## config.mk

```make
export PLATFORM = sky130hd
export DESIGN_NAME = ldtu_ofifo_lanes
export DESIGN_NICKNAME = d
export VERILOG_FILES = /design/src/rtl/ldtu_ofifo_lanes.sv
export SDC_FILE = /design/constraint.sdc
export NUM_CORES = 1
export LEC_CHECK = 0
export CAP_MARGIN = 20
export CORE_ASPECT_RATIO = 1.1
export CORE_MARGIN = 1.5
export CORE_UTILIZATION = 56
export CTS_CLUSTER_DIAMETER = 60
export CTS_CLUSTER_SIZE = 14
export DETAILED_ROUTE_END_ITERATION = 10
export HOLD_SLACK_MARGIN = 0.12
export PLACE_DENSITY = 0.78
export SYNTH_ARGS = -nofsm -noshare
export SYNTH_HDL_FRONTEND = slang
export SYNTH_SLANG_ARGS = --single-unit
export TNS_END_PERCENT = 1
```

## constraint.sdc

```tcl
create_clock -name CLK -period 6.7 [get_ports CLK]
set_input_delay 1.005 -clock CLK [delete_from_list [all_inputs] [get_ports CLK]]
set_output_delay 1.005 -clock CLK [all_outputs]
set_load 0.005 [all_outputs]
```

## src/rtl/ldtu_ofifo_lanes.sv

```systemverilog
// ldtu_ofifo_lanes: circular word buffer feeding NLanes serializer lanes (broadcast or striped).
// Latency: a word written at edge n can reach lane 0 at edge n+1; all outputs are registered.
// Backpressure: none upstream; a write that does not fit is dropped, pulses losing_data and bumps lost_cnt.
// Ports: CLK/RST (async, active-high); write_signal/data_in_32 push; read_signal/lane_mode/handshake
//        control lane updates; DATA32_lanes/valid_lanes lane outputs; count/empty/full/almost_full
//        occupancy; losing_data/lost_cnt drop reporting.
module ldtu_ofifo_lanes #(
  parameter int Nbits_32       = 32,
  parameter int FifoDepth_buff = 16,
  parameter int bits_ptr       = 4,
  parameter int NLanes         = 4,
  parameter int AF_THRESH      = 12,
  parameter logic [Nbits_32-1:0] IDLE_WORD = 32'hEAAAAAAA,
  parameter logic [Nbits_32-1:0] SYNC_WORD = 32'h5A5A5A5A
) (
  input  logic                       CLK,
  input  logic                       RST,
  input  logic                       write_signal,
  input  logic [Nbits_32-1:0]        data_in_32,
  input  logic                       read_signal,
  input  logic                       lane_mode,
  input  logic                       handshake,
  output logic [NLanes*Nbits_32-1:0] DATA32_lanes,
  output logic [NLanes-1:0]          valid_lanes,
  output logic [bits_ptr:0]          count,
  output logic                       empty,
  output logic                       full,
  output logic                       almost_full,
  output logic                       losing_data,
  output logic [7:0]                 lost_cnt
);

  localparam logic [bits_ptr:0] DEPTH_C = (bits_ptr+1)'(FifoDepth_buff);
  localparam logic [bits_ptr:0] LANES_C = (bits_ptr+1)'(NLanes);
  localparam logic [bits_ptr:0] AF_C    = (bits_ptr+1)'(AF_THRESH);
  localparam logic [bits_ptr:0] ONE_C   = (bits_ptr+1)'(1);

  logic [Nbits_32-1:0]        mem [FifoDepth_buff];
  logic [bits_ptr-1:0]        wp, rp;
  logic [bits_ptr:0]          pop_n;
  logic [bits_ptr:0]          count_next;
  logic                       accept;
  logic                       lane_upd;
  logic [NLanes*Nbits_32-1:0] lanes_next;
  logic [NLanes-1:0]          valid_next;

  // Words popped this cycle; handshake suppresses any pop.
  always_comb begin
    pop_n = '0;
    if (read_signal && !handshake) begin
      if (lane_mode) pop_n = (count > LANES_C) ? LANES_C : count;
      else           pop_n = (count != '0) ? ONE_C : '0;
    end
  end

  // A slot freed by a same-cycle pop can take the incoming word.
  assign accept     = write_signal && ((count - pop_n) < DEPTH_C);
  assign count_next = count - pop_n + {{bits_ptr{1'b0}}, accept};

  // Lane contents always come from pre-edge memory; index wraps naturally in bits_ptr bits.
  always_comb begin
    lane_upd   = 1'b0;
    lanes_next = DATA32_lanes;
    valid_next = valid_lanes;
    if (handshake) begin
      lane_upd = 1'b1;
      for (int k = 0; k < NLanes; k++) begin
        lanes_next[k*Nbits_32 +: Nbits_32] = SYNC_WORD;
        valid_next[k]                      = 1'b0;
      end
    end else if (read_signal) begin
      lane_upd = 1'b1;
      for (int k = 0; k < NLanes; k++) begin
        if (!lane_mode) begin
          lanes_next[k*Nbits_32 +: Nbits_32] = (count != '0) ? mem[rp] : IDLE_WORD;
          valid_next[k]                      = (count != '0);
        end else if ((bits_ptr+1)'(k) < pop_n) begin
          lanes_next[k*Nbits_32 +: Nbits_32] = mem[rp + bits_ptr'(k)];
          valid_next[k]                      = 1'b1;
        end else begin
          lanes_next[k*Nbits_32 +: Nbits_32] = IDLE_WORD;
          valid_next[k]                      = 1'b0;
        end
      end
    end
  end

  // Storage array needs no reset: count/pointers define which entries are live.
  always_ff @(posedge CLK) begin
    if (accept) mem[wp] <= data_in_32;
  end

  always_ff @(posedge CLK or posedge RST) begin
    if (RST) begin
      wp           <= '0;
      rp           <= '0;
      count        <= '0;
      empty        <= 1'b1;
      full         <= 1'b0;
      almost_full  <= 1'b0;
      losing_data  <= 1'b0;
      lost_cnt     <= '0;
      DATA32_lanes <= {NLanes{IDLE_WORD}};
      valid_lanes  <= '0;
    end else begin
      wp          <= wp + {{(bits_ptr-1){1'b0}}, accept};
      rp          <= rp + pop_n[bits_ptr-1:0];
      count       <= count_next;
      empty       <= (count_next == '0);
      full        <= (count_next == DEPTH_C);
      almost_full <= (count_next >= AF_C);
      losing_data <= write_signal && !accept;
      if (write_signal && !accept && lost_cnt != 8'hFF) lost_cnt <= lost_cnt + 8'd1;
      if (lane_upd) begin
        DATA32_lanes <= lanes_next;
        valid_lanes  <= valid_next;
      end
    end
  end

endmodule

```

== After elaboration in Yosys (flattened, before gate mapping) ==
Memory sizes are Yosys's and may differ from the RTL's.
Cells that the tools add are included.
Widths: inputs -> output; s select.
Storage, ports and cells
  bits in registers: 157
  bits in latches: 0
  RAM bits: 512
  memory bits (read-only): 0
  output and inout port bits: 149
  logic and storage cells: 67
  memories: 1
Operators by class
  add/subtract/negate cells: 8
  $mul: 0
  divide/modulo/power cells: 0
  order comparisons: 7
  equality and inequality tests: 2
  shifts and indexed selects: 0
  muxes and demuxes: 29
  bitwise logic cells: 0
  reductions and logical operators: 10
Memories
  mem: depth 16, width 32, read ports 4, clocked after Yosys merged registers in 0, wr ports 1, RTL line 38  | logic [Nbits_32-1:0] mem [FifoDepth_buff];
Operator list (count)
  $mux 32: 9
  $mux 128: 2
  $mux 5: 3
  $mux 1: 13
  $lt 1x5->1 const A: 2
  $lt 2x5->1 const A: 2
  $add 4x2->4 const B: 2
  $add 8x1->8 const B: 1
  $mux 4: 2
  $ne 8x8->1 const B: 1
  $add 5x1->5: 1
  $eq 5x5->1 const B: 1
  $ge 5x4->1 const B: 1
  $gt 5x3->1 const B: 1
  $logic_not 5->1: 1
  $lt 5x5->1 const B: 1
  $reduce_bool 5->1: 1
  $sub 5x5->5: 1
  $add 4x1->4: 1
  $add 4x1->4 const B: 1
  $add 4x4->4: 1
  $logic_and 1x1->1: 4
  $logic_not 1->1: 2
  $reduce_and 2->1: 1
  $reduce_bool 2->1: 1

== Logic depth before layout (Yosys ltp) ==
  word-level depth: 10
  depth in mapped cells: 19
  mapped depth without buffers: 18

== Least setup slack after synthesis ==
OpenSTA, ideal clock, no wires.
  kind: input to register
  start: in read_signal
  end: mem mem[1][0] (enable)
  library setup time: 0.502 ns
  arrival time: 6.395 ns
  data required time: 6.198 ns
  setup slack: -0.196 ns
  cell stages on the path: 13
  path buffers: 2
  path through: buf_2 -> nor2b_1 -> buf_2 -> o21ai_0 -> a21oi_1 -> ha_1 -> inv_1 -> fa_1 -> a21o_1 -> a21oi_1 -> xnor2_1 -> nand3_1 -> nor4_1
Between the ends
  longest elaborated chain between the ends: 7
RTL lines
  start, declared: RTL line 20  | input logic read_signal,
  $logic_and 1x1->1: RTL line 50  | if (read_signal && !handshake) begin
  $mux 5: RTL line 50
  $sub 5x5->5: RTL line 57  | assign accept = write_signal && ((count - pop_n) < DEPTH_C);
  $lt 5x5->1: RTL line 57
  $logic_and 1x1->1: RTL line 57
  $mux 1: RTL line 90  | if (accept) mem[wp] <= data_in_32;
  $mux 1 (implied by the code): RTL line 90
  end, declared: RTL line 38
No other way between the ends.

== Final worst setup path ==
  start: in read_signal
  end: mem mem[4][25] (enable)
Same word-level chain as after synthesis.

==> metrics.csv <==
stage;metric;value;unit
outcome;status;finished, final reports clean;
worst_setup_path;critical_path_class;in2reg;
clock_tree;cts_setup_buffers;0;
hold_path;hold_path.class;reg2reg;
routing;postRouteAntennaNets;0;
routing;routed_wl;121000;um
synthesis;synthAdderAreaFrac;0.559;%
final_layout;utilization;63.8;%
clock_tree;cts.sinks;669;
clock_tree;cts_hold_buf;0;
synthesis;synth_top_family_by_area;multiplexers;
clock_tree;cts_resized;0;
flow_run;maxCapViolations;0;
worst_setup_path;critPathSlowestCell;nor2_4;
routing;route.detailed.wl_per_inst;34.4;um
worst_setup_path;cp.required;7.04;ns
worst_setup_path;path_cells;clkdlybuf4s50_1 -> buf_4 -> nand3b_1 -> or3_1 -> fa_1 -> a21o_1 -> a21oi_1 -> xnor2_1 -> buf_4 -> nand2_1 -> or3_1 -> nor2_4 -> buf_12;
synthesis;yosys.area_share.simple;5.57;%
timing;rsz0062_at_grt;no;
synthesis;synth_area;38500;sq um
worst_setup_path;cpPeakStageDelay;0.62;ns
global_routing;gr-total-overflow;0;
place;dpl_cell_area;41400;sq um
global_routing;grt_max_degree;150;
synthesis;yosysTopAreaCell;edfxtp_1;
floorplan;fp.dieH;278;um
clock_tree;cts_made_buffers;59;
routing;drt_iter0_drc;4100;
clock_tree;insertion_delay;0.66;ns
timing;maxSlewViolCount;0;
clock_tree;cts_tree;built;
final_layout;multi_input_area;18200;sq um
power_and_ir_drop;irDropWorstVdd;0.000458;V
floorplan;core;67800;sq um
synthesis;synth_ff_type;edfxtp_1;
place;hpwl;76900;um
floorplan;start_util;56.8;%
routing;dr_wl_met3;17700;um
synthesis;synth.distinct_cells;67;
worst_setup_path;cp_max_fo;28;
routing;top_layer;met5;
timing;setup_viol;0;
clock_tree;clkTransAtPathRegs;0.06;ns
power_and_ir_drop;leakagePower;14.4;nW
synthesis;synth_edf_count;512;
floorplan;dieArea;70400;sq um
worst_setup_path;arrival;5.44;ns
routing;routed_via_density;7.60;
timing;hold_viol;0;
place;gp_congestion;0.935;
synthesis;synth_top_cell_area_share;39.9;%
global_routing;track_usage;34.9;%
routing;vias;26700;
synthesis;yosys_warnings;0;
routing;drc;0;
global_routing;antenna_found_initial;5;
power_and_ir_drop;power_density;506;nW/um^2
synthesis;seq_area_frac_synth;50.3;%
clock_tree;htreeDepth;2;
final_layout;syn_to_final_growth;12.3;%
timing;maxSlewHeadroom;16.9;%
synthesis;synth-xor-area-share;0.747;%
synthesis;syn_avg_cell_area;15.9;sq um
final_layout;seqCellArea;19400;sq um
timing;finalClockSkew;0.0225;ns
final_layout;final_cell_area;43300;sq um
synthesis;synth_compound_area_share;5.86;%
routing;met2WireLength;54900;um
synthesis;async_reset_ff_share;23.5;%
routing;firstDrtPassIters;5;
synthesis;synth_mux_area_share;33.8;%
timing;finalCritPeriodShare;76.1;%
floorplan;io_pins;187;
timing;worst_pin_slew;1.25;ns
timing;fin_crit;5.10;ns
final_layout;final_cell_mix;mux4_2, edfxtp_1, nand2_1, clkdlybuf4s50_1, mux2i_1;
final_layout;final_common_cell;mux4_2;
final_layout;n_fill_cell;4741;
synthesis;yosys-top-cells-area;edfxtp_1, mux4_2, dfrtp_1;
routing;m1WireLength;40000;um
synthesis;synth_seq_cells;669;
global_routing;grt_pass1_vias;26700;
final_layout;drive_gt1_share;31.2;%
worst_setup_path;critPathCaptureType;flip-flop;
floorplan;num_rows;100;
floorplan;die_width;253;um
worst_setup_path;startpoint_type;input port;
final_layout;nets;2592;
synthesis;synth_nets;2471;
synthesis;syn_inst;2417;
clock_tree;cts_buffer_depth;3;
timing;tns;0;ns
timing;fmax;196;MHz
place;port_buffers;186;
global_routing;grt_pass1_wl;179000;um
clock_tree;ctsRootBufferMaster;clkbuf_16;
==> kinds of logic (layout without fill, tap and decap cells) <==
family / after synthesis / count (layout)
AO/OA/AOI/OAI: 327 / 327
adder cells (fa/ha/maj): 16 / 16
other: 1 / 3
buffers and inverters: 222 / 394
multiplexers: 651 / 651
XOR/XNOR: 26 / 26
AND/OR/NAND/NOR: 505 / 505
flip-flops: 669 / 669
==> state kept, by name (all words and copies together), names as in the netlist <==
name and count:
wp 4, lost_cnt 8, valid_lanes 4, count 5, almost_full 1, DATA32_lanes 128, rp 4, losing_data 1
mem 512, full 1, empty 1
==> final timing paths <==
| kind | from | end | slack (ns) | cells after the start |
|---|---|---|---|---|
| setup / recovery | read_signal | mem[4][25] | 1.60 | 13 |
| hold / removal | DATA32_lanes[15] | DATA32_lanes[15] | 0.46 | 2 |
| setup reg to reg | count[2] | mem[4][25] | 1.80 | 17 |
| hold reg to reg | DATA32_lanes[15] | DATA32_lanes[15] | 0.46 | 2 |
| max in group asynchronous | RST | DATA32_lanes[6] | 4.48 | 3 |
| min in group asynchronous | RST | lost_cnt[5] | 0.87 | 2 |
==> synth_stat cells, types with 14 or more instances <==
cell type,n
a21oi_1,86
a221oi_1,17
a22o_1,20
a22oi_1,31
buf_2,71
buf_4,50
buf_6,14
clkbuf_1,61
dfrtp_1,88
dfstp_2,69
edfxtp_1,512
ha_1,14
inv_1,15
mux2_2,23
mux2i_1,111
mux4_2,517
nand2_1,278
nand3_1,62
nor2_1,100
o21ai_0,42
o22a_1,19
xnor2_1,14
==> where the power goes <==
group / switching [mW] / internal, mW / total, mW
Sequential: 0.676 / 5.11 / 5.78
Combinational: 6.71 / 6.12 / 12.8
Clock: 1.58 / 1.72 / 3.30
Total: 8.96 / 12.9 / 21.9
==> worst max-delay path: cells and delay by family <==
kind	cells	cell delay, ns
buffers and inverters	4	1.39
adders and majority gates	1	0.44
and+or+nand+nor	5	2.09
xor gates and xnor gates	1	0.14
AOI/OAI and AO/OA	2	0.35
==> area by class of cell <==
cell class / instances / area share [%]
inverters: 17 / 0.159
flip-flops and latches: 669 / 44.8
multi-input cells: 1526 / 42.0
well taps: 918 / 2.65
clock inverters: 15 / 0.364
diodes: 2 / 0.0116
repair buffers: 265 / 6.17
clock buffers: 97 / 3.84
==> metrics by stage <==
stage / instances / setup WS (ns) / hold WS (ns) / power (mW)
floorplan: 2417 / 0.368 / 0.444 / 14.8
global placement: 3393 / 1.19 / 0.444 / 18.1
detailed placement: 3393 / 1.10 / 0.449 / 18.3
CTS: 3505 / 1.74 / 0.461 / 21.7
global route: 3508 / 1.49 / 0.489 / 22.7
finish: 3509 / 1.60 / 0.461 / 21.9
==> layer usage <==
layer / GRT usage, % / vias up
met3: 10.5 / 475
met5: 0 / -
li1: - / 10300
met4: 19.4 / 6
met1: 46.1 / 13500
met2: 52.0 / 2414
(Power assumes the default switching activity.)
